## src/rtl/seven_seg_scan_decoder.sv

```systemverilog
// seven_seg_scan_decoder: rebuilds the 4-digit hex number from a multiplexed 7-segment pin bus.
// Define SEVEN_SEG_SCAN_DECODER_DP_EN to add the dp_seen output (decimal point per digit).
module seven_seg_scan_decoder #(
    parameter int STABLE_CYCLES = 4,
    parameter int FRAME_TIMEOUT = 1048576
) (
    input  logic        clock,
    input  logic        reset,
    input  logic [12:1] pins,
    output logic [15:0] number,
    output logic [3:0]  digits_active,
    output logic        number_valid,
    output logic        decode_error
`ifdef SEVEN_SEG_SCAN_DECODER_DP_EN
    ,
    output logic [3:0]  dp_seen
`endif
);

    localparam int SW = $clog2(STABLE_CYCLES + 1);
    localparam int TW = $clog2(FRAME_TIMEOUT + 1);

    function automatic logic [4:0] decode(input logic [6:0] seg);
        case (seg)
            7'h7E:   decode = {1'b1, 4'h0};
            7'h30:   decode = {1'b1, 4'h1};
            7'h6D:   decode = {1'b1, 4'h2};
            7'h79:   decode = {1'b1, 4'h3};
            7'h33:   decode = {1'b1, 4'h4};
            7'h5B:   decode = {1'b1, 4'h5};
            7'h5F:   decode = {1'b1, 4'h6};
            7'h70:   decode = {1'b1, 4'h7};
            7'h7F:   decode = {1'b1, 4'h8};
            7'h7B:   decode = {1'b1, 4'h9};
            7'h77:   decode = {1'b1, 4'hA};
            7'h1F:   decode = {1'b1, 4'hB};
            7'h4E:   decode = {1'b1, 4'hC};
            7'h3D:   decode = {1'b1, 4'hD};
            7'h4F:   decode = {1'b1, 4'hE};
            7'h47:   decode = {1'b1, 4'hF};
            default: decode = 5'h00;
        endcase
    endfunction

    logic [12:1] sync_q, sync_d, s_q, s_d, prev_q, prev_d;
    logic [SW-1:0] stab_q, stab_d;
    logic [TW-1:0] to_q, to_d;
    logic [3:0]  seen_q, seen_d, digits_q, digits_d;
    logic [15:0] shadow_q, shadow_d, number_q, number_d;
    logic        valid_q, valid_d, err_q, err_d;
`ifdef SEVEN_SEG_SCAN_DECODER_DP_EN
    logic [3:0]  dp_sh_q, dp_sh_d, dp_seen_q, dp_seen_d;
`endif

    logic [3:0] sel;
    logic [6:0] seg;
    logic [4:0] dec;
    logic [1:0] slot;
    logic       same, capture, one_hot, single, timeout, publish;

    always_comb begin
        sync_d = pins;
        s_d = sync_q;
        prev_d = s_q;
        sel = ~{s_q[12], s_q[9], s_q[8], s_q[6]};
        seg = {s_q[11], s_q[7], s_q[4], s_q[2], s_q[1], s_q[10], s_q[5]};
        dec = decode(seg);
        slot = sel[3] ? 2'd3 : sel[2] ? 2'd2 : sel[1] ? 2'd1 : 2'd0;
        same = s_q == prev_q;
        stab_d = !same ? '0 : (stab_q == SW'(STABLE_CYCLES)) ? stab_q : stab_q + 1'b1;
        capture = same && stab_q == SW'(STABLE_CYCLES - 1);
        one_hot = sel != 4'd0 && (sel & (sel - 4'd1)) == 4'd0;
        single = capture && one_hot;
        timeout = to_q == TW'(FRAME_TIMEOUT - 1);
        // a repeated strobe closes the frame; a capture in the timeout cycle takes priority
        publish = single ? seen_q[slot] : timeout;
        valid_d = publish;
        err_d = capture && sel != 4'd0 && (!one_hot || !dec[4]);
        number_d = publish ? shadow_q : number_q;
        digits_d = publish ? seen_q : digits_q;
        to_d = (single || timeout) ? '0 : to_q + 1'b1;
        seen_d = publish ? '0 : seen_q;
        shadow_d = publish ? '0 : shadow_q;
        if (single) begin
            seen_d[slot] = 1'b1;
            shadow_d[{slot, 2'b00} +: 4] = dec[3:0];
        end
`ifdef SEVEN_SEG_SCAN_DECODER_DP_EN
        dp_seen_d = publish ? dp_sh_q : dp_seen_q;
        dp_sh_d = publish ? '0 : dp_sh_q;
        if (single) dp_sh_d[slot] = s_q[3];
`endif
    end

    always_ff @(posedge clock) begin
        if (reset) begin
            sync_q <= '0;
            s_q <= '0;
            prev_q <= '0;
            stab_q <= '0;
            to_q <= '0;
            seen_q <= '0;
            shadow_q <= '0;
            number_q <= '0;
            digits_q <= '0;
            valid_q <= 1'b0;
            err_q <= 1'b0;
`ifdef SEVEN_SEG_SCAN_DECODER_DP_EN
            dp_sh_q <= '0;
            dp_seen_q <= '0;
`endif
        end else begin
            sync_q <= sync_d;
            s_q <= s_d;
            prev_q <= prev_d;
            stab_q <= stab_d;
            to_q <= to_d;
            seen_q <= seen_d;
            shadow_q <= shadow_d;
            number_q <= number_d;
            digits_q <= digits_d;
            valid_q <= valid_d;
            err_q <= err_d;
`ifdef SEVEN_SEG_SCAN_DECODER_DP_EN
            dp_sh_q <= dp_sh_d;
            dp_seen_q <= dp_seen_d;
`endif
        end
    end

    assign number = number_q;
    assign digits_active = digits_q;
    assign number_valid = valid_q;
    assign decode_error = err_q;
`ifdef SEVEN_SEG_SCAN_DECODER_DP_EN
    assign dp_seen = dp_seen_q;
`endif

endmodule

```

## config.mk

```make
export PLATFORM = sky130hd
export DESIGN_NAME = seven_seg_scan_decoder
export DESIGN_NICKNAME = d
export VERILOG_FILES = /design/src/rtl/seven_seg_scan_decoder.sv
export SDC_FILE = /design/constraint.sdc
export NUM_CORES = 1
export LEC_CHECK = 0
export ABC_AREA = 1
export CAP_MARGIN = 20
export CORE_MARGIN = 5
export CORE_UTILIZATION = 31
export CTS_CLUSTER_DIAMETER = 100
export DETAILED_ROUTE_END_ITERATION = 8
export DONT_BUFFER_PORTS = 1
export MAX_ROUTING_LAYER = met4
export SYNTH_ARGS = -nofsm -noshare
export SYNTH_HDL_FRONTEND = slang
export SYNTH_SLANG_ARGS = --single-unit
```

## constraint.sdc

```tcl
create_clock -name clock -period 2.52 [get_ports clock]
set_input_delay 0.126 -clock clock [delete_from_list [all_inputs] [get_ports clock]]
set_output_delay 0.126 -clock clock [all_outputs]
set_load 0.005 [all_outputs]
```

==> results of run 1 <==
state kept, by name (all words and copies together) (netlist names):
name,count
to_q,21
number,16
shadow_q,16
prev_d,12
prev_q,12
s_d,12
digits_active,4
seen_q,4
stab_q,3
decode_error,1
number_valid,1
timing repair:
action / in CTS / in global routing
gates resized for setup: 0 / 1
endpoints found under the hold margin: 58 / 0
endpoints found under the setup margin: 0 / 1
hold buffers: 13 / 0
through the flow:
step           power (mW)  worst slack (ns)  hold WS, ns  utilization [%]  std cells
2_1_floorplan        1.78             0.737        0.233                -        667
3_3_place_gp         1.80             0.349        0.203             32.7        839
3_5_place_dp         1.80             0.345        0.204             32.7        839
4_1_cts              3.26             0.324        0.101             35.8        868
5_1_grt              3.34             0.114        0.115             35.9        868
6_report             3.21             0.427        0.103             35.9        868
per-layer routing:
layer,part of all wire (%),routed length (microns),up-vias,global-route usage [%]
li1,-,-,2014,-
met1,52,4480,1513,13.1
met2,42,3580,49,16.4
met3,3.7,318,12,2.75
met4,2.0,169,0,4.50
met5,0,0,-,-
power breakdown:
part	leakage (nW)	total, mW	switching (mW)	internal [mW]
sequential	0.828	1.66	0.0172	1.64
combinational	1.52	0.136	0.0824	0.0534
clock	0.152	1.42	0.592	0.824
total	2.50	3.21	0.691	2.52
layout make-up:
type | count | area (sq um)
Inverter | 112 | 420
Multi-Input combinational cell | 436 | 2010
Sequential cell | 102 | 2040
Tap cell | 184 | 230
Clock inverter | 5 | 56.3
Fill cell | 1520 | 9280
Clock buffer | 11 | 253
Timing Repair Buffer | 18 | 185
critical path, delay by kind of cell (launching register included):
kind,cells,cell delay [ns]
flops,1,0.37
buf+inv,1,0.17
simple gates,10,1.44
cells in the final DEF (no fill, tap or decap), drive strengths merged:
master	n
a211oi	1
a21oi	27
a31oi	3
buf	6
bufinv	1
clkbuf	11
clkinv	2
clkinvlp	1
dfxtp	102
dlygate4sd3	12
ha	12
inv	113
nand2	187
nand3	29
nand4	8
nor2	138
nor3	11
nor3b	3
or2	2
xnor2	7
xor2	8
worst max-delay path by stage:
stage | slack (ns) | depth (start not counted) | endpoint
floorplan | 0.74 | 9 | shadow_q[0]$_SDFF_PP0_
global placement | 0.35 | 11 | number[0]$_SDFFE_PP0P_
detailed placement | 0.34 | 10 | number[2]$_SDFFE_PP0P_
CTS | 0.32 | 10 | number[2]$_SDFFE_PP0P_
global route | 0.11 | 10 | shadow_q[8]$_SDFF_PP0_
finish | 0.43 | 11 | number[6]$_SDFFE_PP0P_
cell families (layout without fill, tap and decap cells):
group	Yosys count	in the layout	synth area share, %
xor+xnor	15	15	2.88
flops	102	102	44.8
simple gates	378	378	34.2
fa+ha+maj	12	12	3.30
compound gates	31	31	3.54
buf+inv	129	146	11.3
==> out/metrics.cfg, run 1 <==
[timing]
setup_viol = 0
worstMarginPinSlew_ns = 0.420
max_freq_ghz = 0.478
report.final.slew_viol_count = 0
hold_viol_final = 0
finalClockSkew_ns = 0.00397
period_share_pct = 83.1
slew-limit-headroom_pct = 71.8
period_minus_slack_ns = 2.09
tns_ns = 0
rsz0062_at_grt = false

[die]
rows = 44
io_pins = 36
start_util_pct = 31.5
core_sq_um = 14500
die_x_microns = 131
dieArea_sq_um = 17200
die_y_microns = 131

[setup_path]
crit_type = flip-flop to flip-flop
worst_ep_arrival_time_ns = 2.33
ff2ff_path_depth = 11
worst_ep_required_time_ns = 2.76
cp-start-kind = flip-flop
crit_top_cell = nand2_1
cpPeakStageDelay_ns = 0.37
crit_start = prev_d[12]$_SDFF_PP0_
cp_slowest_cell = dfxtp_1
worstSetupEndpointType = flip-flop
worstReg2RegStart = prev_d[12]$_SDFF_PP0_
cp_max_fo = 61
crit_chain = nand2_1, inv_2, nand2_1, nand2_1, nand2_1, nor2_2, nand4_1, nand2_8, nand2_1, nand2_1, nor2_1
rrSetupSlack_ns = 0.43
reg2reg_to = number[6]$_SDFFE_PP0P_

[routing]
ant_nets = 0
via_count = 3588
drt_iter0_markers = 204
via_per_inst = 4.13
detail_route.wl_per_cell_microns = 9.85
totalWireLength_microns = 8550
drc = 0
dr.pass1.iters = 5

[place]
io_buffers = 0
placed_area_sq_um = 4730
routabilityCongestion = 0.789
dp_hpwl_microns = 5900

[clock_tree]
cts_setup_buffers = 0
ctsRootBufferMaster = clkbuf_16
clockBufferDepth = 2
cts_max_level = 3
clk_latency_ns = 0.34
cts_buffers = 9
cts_tree = done
cts.sinks = 102
clk_pin_slew_ns = 0.07

[finish]
nets = 705
antennaDiodeCount = 0
drive_gt1_share_pct = 5.41
syn_to_final_growth_pct = 14.1
post-route-cell-area_sq_um = 5190

[power]
peakVddDrop_v = 0.000524
p_leak_nw = 2.50
p_per_area_nw_per_um2 = 617

[hold_path]
holdCritPathClass = primary input to flip-flop
whs_endpoint = shadow_q[12]$_SDFF_PP0_
hp-start = reset
min_path_cells = 2

[global_routing]
grt_max_degree = 62
antenna_found_initial = 0
gr-total-overflow = 0
gr-usage-all-layers_pct = 10.6
grt_pass1_vias = 3427
grt_pass1_wl_microns = 15200

[logic_synthesis]
post-synth-top-count-cell = nand2_1
synth_top_area_share_pct = 44.8
yosysSeqAreaShare_pct = 44.8
yosys-top-cells-area = dfxtp_1 45%, nand2_1 15%, nor2_1 11%, inv_1 9.0%, ha_1 3.3%
syn_area_per_cell_sq_um = 6.83
netlist_instances = 667
synth_edf_count = 0
yosys.area.top_type = dfxtp_1
yosys-top-cells-count = 184 x nand2_1, 135 x nor2_1, 109 x inv_1, 102 x dfxtp_1
async_flop_share_pct = 0
ys_ff_latch = 102
ys.flop_type = dfxtp_1
syn_area_sq_um = 4550
synth_nets = 693
yosys.cell_types.count = 27
synth_warnings = 0

[run_status]
status = complete, no violations

[flow_run]
maxCapViolations = 0

(Power assumes the default switching activity.)
==> inputs of run 2 (changes only) <==
==> constraint.sdc (replaced) <==
create_clock -name clock -period 2.1 [get_ports clock]
set_input_delay 0.105 -clock clock [delete_from_list [all_inputs] [get_ports clock]]
set_output_delay 0.105 -clock clock [all_outputs]
set_load 0.005 [all_outputs]
==> run 2 against run 1 <==
First-iteration DRC count rose by 24%; hold slack worse by 0.032 ns; setup slack got worse by 0.18 ns; combinational power is 29% higher; final cell count rose by 1.7%; via count increased by 4.3%; clock power is 14% higher; global-route usage increased by 0.23 points; clock-buffer cell count fell by 1; flip-flop and latch count unchanged; register-to-register slack got worse by 0.18 ns; fmax up 13%; critical endpoint is now digits_active[0]$_SDFFE_PP0P_; largest power group unchanged; highest routed layer unchanged.
==> out/metrics.cfg, run 2 (same netlist as run 1, synthesis figures left out) <==
[run_status]
status = complete, no violations  ; unchanged

[setup_path]
worst_ep_arrival_time_ns = 2.10  ; was 2.33 ns
cp-start-kind = flip-flop  ; unchanged
worstSetupEndpointType = flip-flop  ; unchanged
reg2reg_to = digits_active[0]$_SDFFE_PP0P_  ; was number[6]$_SDFFE_PP0P_
crit_type = flip-flop to flip-flop  ; unchanged
cpPeakStageDelay_ns = 0.34  ; was 0.37 ns
cp_max_fo = 26  ; was 61
ff2ff_path_depth = 11  ; unchanged
cp_slowest_cell = dfxtp_1  ; unchanged
worst_ep_required_time_ns = 2.35  ; was 2.76 ns
crit_chain = ha_2, nand2_2, nor3_4, nand3_2, nor2_4, nand3_2, nand2_2, nand2_4, buf_12, nor2_1, nor2_1  ; was nand2_1, inv_2, nand2_1, nand2_1, nand2_1, nor2_2, nand4_1, nand2_8, nand2_1, nand2_1, nor2_1
rrSetupSlack_ns = 0.25  ; was 0.43 ns
worstReg2RegStart = to_q[1]$_SDFF_PP0_  ; was prev_d[12]$_SDFF_PP0_

[power]
clkPwrFrac_pct = 42.8  ; was 44.1%
power_frac_seq_pct = 52.6  ; was 51.6%
p_int_mw = 2.89  ; was 2.52 mW
p_switching_mw = 0.888  ; was 0.691 mW
pwr-share-comb_pct = 4.7  ; was 4.2%
power.total_mw = 3.78  ; was 3.21 mW
p_per_area_nw_per_um2 = 708  ; was 617 nW/um^2
peakVddDrop_v = 0.000533  ; was 0.000524 V
switching_share_pct = 23.5  ; was 21.6%
p_leak_nw = 2.57  ; was 2.50 nW

[clock_tree]
cts.sinks = 102  ; unchanged
clk_pin_slew_ns = 0.07  ; about the same
cts_buffers = 9  ; unchanged
cts_tree = done  ; unchanged
clockBufferDepth = 2  ; unchanged
clk_latency_ns = 0.35  ; was 0.34 ns
ctsRootBufferMaster = clkbuf_16  ; unchanged
cts_max_level = 3  ; unchanged

[timing]
hold_viol_final = 0  ; unchanged
slew-limit-headroom_pct = 74.7  ; was 71.8%
max_freq_ghz = 0.540  ; was 0.478 GHz
whs_ns = 0.0710  ; was 0.103 ns
setup_viol = 0  ; unchanged
period_minus_slack_ns = 1.85  ; was 2.09 ns
report.final.slew_viol_count = 0  ; unchanged
period_share_pct = 88.1  ; was 83.1%
finalClockSkew_ns = 0.00914  ; was 0.00397 ns
worstMarginPinSlew_ns = 0.376  ; was 0.420 ns

[routing]
via_count = 3742  ; was 3588
detail_route.wl_per_cell_microns = 9.92  ; was 9.85 microns
drc = 0  ; unchanged
drt_iter0_markers = 253  ; was 204
via_per_inst = 4.24  ; was 4.13
ant_nets = 0  ; unchanged
totalWireLength_microns = 8760  ; was 8550 microns
dr.pass1.iters = 5  ; unchanged

[finish]
regMostFlops = to_q  ; unchanged
drive_gt1_share_pct = 8.44  ; was 5.41%
nets = 720  ; was 705
syn_to_final_growth_pct = 17.3  ; was 14.1%
layout_common_cells = 183 x nand2_1, 134 x nor2_1, 107 x inv_1, 101 x dfxtp_1  ; was 184 x nand2_1, 135 x nor2_1, 109 x inv_1, 102 x dfxtp_1
final_common_cell = nand2_1  ; unchanged
antennaDiodeCount = 0  ; unchanged
final_util_pct = 36.9  ; was 35.9%
largest_reg_flops = 21  ; unchanged

[global_routing]
antenna_found_initial = 0  ; unchanged
grt_pass1_vias = 3530  ; was 3427
grt_max_degree = 59  ; was 62
grt_pass1_wl_microns = 15500  ; was 15200 microns
gr-total-overflow = 0  ; unchanged
gr-usage-all-layers_pct = 10.8  ; was 10.6%

[flow_run]
maxCapViolations = 0  ; unchanged

[place]
routabilityCongestion = 0.870  ; was 0.789
dp_hpwl_microns = 6070  ; was 5900 microns
io_buffers = 0  ; unchanged

[hold_path]
whs_endpoint = shadow_q[6]$_SDFF_PP0_  ; was shadow_q[12]$_SDFF_PP0_
min_path_cells = 2  ; unchanged
hp-start = reset  ; unchanged
holdCritPathClass = primary input to flip-flop  ; unchanged

[die]
start_util_pct = 31.5  ; unchanged
rows = 44  ; unchanged
die_y_microns = 131  ; unchanged
io_pins = 36  ; unchanged
core_sq_um = 14500  ; unchanged
die_x_microns = 131  ; unchanged
dieArea_sq_um = 17200  ; unchanged

## run 2: cell count changes in the layout (fill, tap and decap cells not counted), moves of 2 or more
cell / before / now
clkinv_4: 0 / 3
inv_1: 109 / 107
inv_2: 3 / 5
buf_12: 0 / 3
buf_4: 5 / 17
nor2_4: 1 / 3
clkinv_2: 2 / 0
## run 2: final cells by class
| cell class | instances | area [sq um] |
|---|---|---|
| sequential | 102 | 2040 |
| inverter | 112 | 420 |
| timing repair buffer | 33 | 335 |
| clock buffer | 10 | 239 |
| fill | 1525 | 9140 |
| multi-input combinational | 436 | 2020 |
| clock inverter | 6 | 53.8 |
| tap | 184 | 230 |
## run 2: worst max-delay path by stage
stage	start	endpoint	slack (ns)
after detailed placement	to_q[0]$_SDFF_PP0_	digits_active[0]$_SDFFE_PP0P_	0.19
after floorplan	prev_d[8]$_SDFF_PP0_	shadow_q[0]$_SDFF_PP0_	0.32
final	to_q[1]$_SDFF_PP0_	digits_active[0]$_SDFFE_PP0P_	0.25
after CTS	prev_d[10]$_SDFF_PP0_	shadow_q[3]$_SDFF_PP0_	0.17
after global routing	to_q[1]$_SDFF_PP0_	digits_active[2]$_SDFFE_PP0P_	-0.003
after global placement	prev_d[8]$_SDFF_PP0_	shadow_q[3]$_SDFF_PP0_	0.19
## run 2: critical path: cells and delay by family, from the launching register on
| kind | cells | cell delay [ns] |
|---|---|---|
| adder cells (fa/ha/maj) | 1 | 0.21 |
| buffers and inverters | 1 | 0.18 |
| flip-flops | 1 | 0.34 |
| AND/OR/NAND/NOR | 9 | 1.00 |
## run 2: metal layers
layer  GRT usage [%]  vias to the layer above  part of all wire [%]
met3            3.25                       14                   4.4
met5               -                        -                     0
li1                -                     2047                     -
met1            13.5                     1630                    51
met2            16.7                       51                    43
met4            3.93                        0                   2.0
## run 2: power groups by stage
stage / Combinational [mW] / Clock, mW / Sequential (mW)
6_report: 0.176 / 1.62 / 1.99
5_1_grt: 0.205 / 1.76 / 1.99
4_1_cts: 0.173 / 1.69 / 1.99
3_5_place_dp: 0.132 / 0 / 2.03
3_3_place_gp: 0.132 / 0 / 2.03
2_1_floorplan: 0.110 / 0 / 2.03
## run 2: what timing repair did
item                                    CTS  global route
hold buffers                             13             0
buffers inserted                          0             6
endpoints found under the hold margin    61             0
gates resized for setup                   0             9
endpoints found under the setup margin    0            24
## run 2: metrics by stage
stage	cells	setup slack, ns	TNS [ns]	area, sq um
2_1_floorplan	667	0.317	0	4550
3_3_place_gp	848	0.186	0	4830
3_5_place_dp	848	0.190	0	4830
4_1_cts	877	0.167	0	5280
5_1_grt	883	-0.00288	-0.00288	5340
6_report	883	0.250	0	5340
==> inputs of run 3 (changes only) <==
--- a/config.mk
+++ b/config.mk
@@ -8,11 +8,12 @@
 export ABC_AREA = 1
 export CAP_MARGIN = 20
 export CORE_MARGIN = 5
-export CORE_UTILIZATION = 31
+export CORE_UTILIZATION = 55
 export CTS_CLUSTER_DIAMETER = 100
 export DETAILED_ROUTE_END_ITERATION = 8
 export DONT_BUFFER_PORTS = 1
 export MAX_ROUTING_LAYER = met4
+export PLACE_DENSITY = 0.7
 export SYNTH_ARGS = -nofsm -noshare
 export SYNTH_HDL_FRONTEND = slang
 export SYNTH_SLANG_ARGS = --single-unit
==> run 3 against run 2 <==
Power fell by 8.4%; clock power fell by 20%; critical path type unchanged; sequential share of layout area rose by 1.3 points; first-iteration DRC count fell by 23%; clock skew barely moved; fmax fell by 2.7%; flip-flop and latch count did not move; core utilization rose by 27 points; setup slack got worse by 0.051 ns; non-clock buffer count fell by 3.
==> out/metrics.cfg, run 3 (same netlist as run 1, synthesis figures left out) <==
[global_routing]
grt_max_degree = 59  ; unchanged
gr-usage-all-layers_pct = 19.7  ; was 10.8%
grt_pass1_vias = 3636  ; was 3530
gr-total-overflow = 0  ; unchanged
antenna_found_initial = 0  ; unchanged
grt_pass1_wl_microns = 15900  ; was 15500 microns

[die]
io_pins = 36  ; unchanged
dieArea_sq_um = 10200  ; was 17200 sq um
rows = 33  ; was 44
start_util_pct = 56.0  ; was 31.5%
die_x_microns = 101  ; was 131 microns
core_sq_um = 8130  ; was 14500 sq um
die_y_microns = 101  ; was 131 microns

[timing]
period_minus_slack_ns = 1.90  ; was 1.85 ns
hold_viol_final = 0  ; unchanged
slew-limit-headroom_pct = 74.3  ; was 74.7%
finalClockSkew_ns = 0.00940  ; was 0.00914 ns
tns_ns = 0  ; unchanged
worstMarginPinSlew_ns = 0.382  ; was 0.376 ns
setup_viol = 0  ; unchanged
period_share_pct = 90.5  ; was 88.1%
max_freq_ghz = 0.526  ; was 0.540 GHz
report.final.slew_viol_count = 0  ; unchanged
whs_ns = 0.0493  ; was 0.0710 ns
rsz0062_at_grt = false

[place]
routabilityCongestion = 0.863  ; was 0.870
dp_hpwl_microns = 6390  ; was 6070 microns
io_buffers = 0  ; unchanged

[setup_path]
cp_max_fo = 21  ; was 26
worst_ep_arrival_time_ns = 2.18  ; was 2.10 ns
crit_type = flip-flop to flip-flop  ; unchanged
critPathBufInv = 2  ; was 1
worst_ep_required_time_ns = 2.38  ; was 2.35 ns
worstSetupEndpointType = flip-flop  ; unchanged
cpPeakStageDelay_ns = 0.39  ; was 0.34 ns
cp-start-kind = flip-flop  ; unchanged
crit_chain = nand2_1, inv_2, nand2_1, nand2_1, nand2_1, nor2_4, nand4_1, nand2_8, buf_12, nand2_1, nand2_1, nor2_1  ; was ha_2, nand2_2, nor3_4, nand3_2, nor2_4, nand3_2, nand2_2, nand2_4, buf_12, nor2_1, nor2_1
cp_top_family = simple AND/OR/NAND/NOR gates  ; unchanged
ff2ff_path_depth = 12  ; was 11
rrSetupSlack_ns = 0.20  ; was 0.25 ns
worstReg2RegStart = prev_d[9]$_SDFF_PP0_  ; was to_q[1]$_SDFF_PP0_
reg2reg_to = number[12]$_SDFFE_PP0P_  ; was digits_active[0]$_SDFFE_PP0P_
crit_top_cell = nand2_1
cp_slowest_cell = dfxtp_1  ; unchanged

[clock_tree]
cts_tree = done  ; unchanged
clk_latency_ns = 0.37  ; was 0.35 ns
cts_max_level = 3  ; unchanged
ctsRootBufferMaster = clkbuf_8  ; was clkbuf_16
clockBufferDepth = 2  ; unchanged
cts.sinks = 102  ; unchanged
cts_buffers = 9  ; unchanged
clk_pin_slew_ns = 0.10  ; was 0.07 ns

[routing]
via_count = 3879  ; was 3742
drt_iter0_markers = 195  ; was 253
detail_route.wl_per_cell_microns = 11.5  ; was 9.92 microns
via_per_inst = 4.84  ; was 4.24
ant_nets = 0  ; unchanged
drc = 0  ; unchanged
dr.pass1.iters = 5  ; unchanged
totalWireLength_microns = 9210  ; was 8760 microns

[power]
p_leak_nw = 2.53  ; was 2.57 nW
peakVddDrop_v = 0.000418  ; was 0.000533 V
p_per_area_nw_per_um2 = 669  ; was 708 nW/um^2
power.total_mw = 3.46  ; was 3.78 mW

[finish]
largest_reg_flops = 21  ; unchanged
drive_gt1_share_pct = 8.62  ; was 8.44%
antennaDiodeCount = 0  ; unchanged
regMostFlops = to_q  ; unchanged
final_common_cell = nand2_1  ; unchanged
nets = 717  ; was 720
syn_to_final_growth_pct = 13.7  ; was 17.3%
layout_common_cells = 183 x nand2_1, 134 x nor2_1, 108 x inv_1, 96 x dfxtp_1, 27 x a21oi_1  ; was 183 x nand2_1, 134 x nor2_1, 107 x inv_1, 101 x dfxtp_1

[flow_run]
maxCapViolations = 0  ; unchanged

[run_status]
status = complete, no violations  ; unchanged

[hold_path]
whs_endpoint = shadow_q[2]$_SDFF_PP0_  ; was shadow_q[6]$_SDFF_PP0_
min_path_cells = 2  ; unchanged
hp-start = reset  ; unchanged
holdCritPathClass = primary input to flip-flop  ; unchanged

==> run 3: cell types whose count changed in the layout (fill, tap and decap cells not counted), moves of 2 or more <==
| cell | before | now |
|---|---|---|
| clkbuf_16 | 9 | 0 |
| clkbuf_8 | 1 | 10 |
| dfxtp_1 | 101 | 96 |
| dfxtp_2 | 1 | 6 |
| buf_4 | 17 | 14 |
| clkinv_4 | 3 | 1 |
==> run 3: worst max-delay path by stage <==
stage,to,start,slack [ns],cells past startpoint
after global routing,shadow_q[15]$_SDFF_PP0_,prev_d[9]$_SDFF_PP0_,0.003,11
final,number[12]$_SDFFE_PP0P_,prev_d[9]$_SDFF_PP0_,0.20,12
after floorplan,shadow_q[0]$_SDFF_PP0_,prev_d[8]$_SDFF_PP0_,0.32,9
after detailed placement,shadow_q[2]$_SDFF_PP0_,prev_d[8]$_SDFF_PP0_,0.007,9
after CTS,shadow_q[2]$_SDFF_PP0_,prev_d[8]$_SDFF_PP0_,0.08,9
after global placement,shadow_q[2]$_SDFF_PP0_,prev_d[8]$_SDFF_PP0_,0.04,9
==> run 3: where the power goes <==
| part | total (mW) | switching [mW] | internal (mW) |
|---|---|---|---|
| logic | 0.172 | 0.104 | 0.0676 |
| clock network | 1.30 | 0.701 | 0.600 |
| registers | 1.99 | 0.0244 | 1.97 |
==> run 3: area by class of cell <==
| class | instances | area, sq um |
|---|---|---|
| Fill cell | 742 | 2950 |
| Multi-Input combinational cell | 436 | 2060 |
| Sequential cell | 102 | 2050 |
| Inverter | 112 | 420 |
| Timing Repair Buffer | 30 | 313 |
| Clock buffer | 11 | 141 |
| Tap cell | 105 | 131 |
| Clock inverter | 5 | 66.3 |
==> run 3: metal layers <==
layer,routed length (microns),global-route usage [%],up-vias
li1,-,-,2045
met1,4340,24.3,1750
met2,4350,32.1,71
met3,403,4.15,13
met4,118,6.54,0
met5,0,-,-
==> run 3: timing repair <==
item,CTS,global route
endpoints found under the setup margin,2,34
hold buffers,13,0
gates cloned,0,0
setup buffers,0,6
pin swaps,0,1
resized for setup,1,17
endpoints found under the hold margin,61,0
==> run 3: metrics by stage <==
step	worst slack [ns]	utilization [%]	instance area (sq um)	instances
4_1_cts	0.0780	62.4	5070	795
2_1_floorplan	0.317	-	4550	667
6_report	0.198	63.7	5180	801
3_5_place_dp	0.00689	57.9	4710	766
5_1_grt	0.00263	63.7	5180	801
3_3_place_gp	0.0403	57.9	4710	766
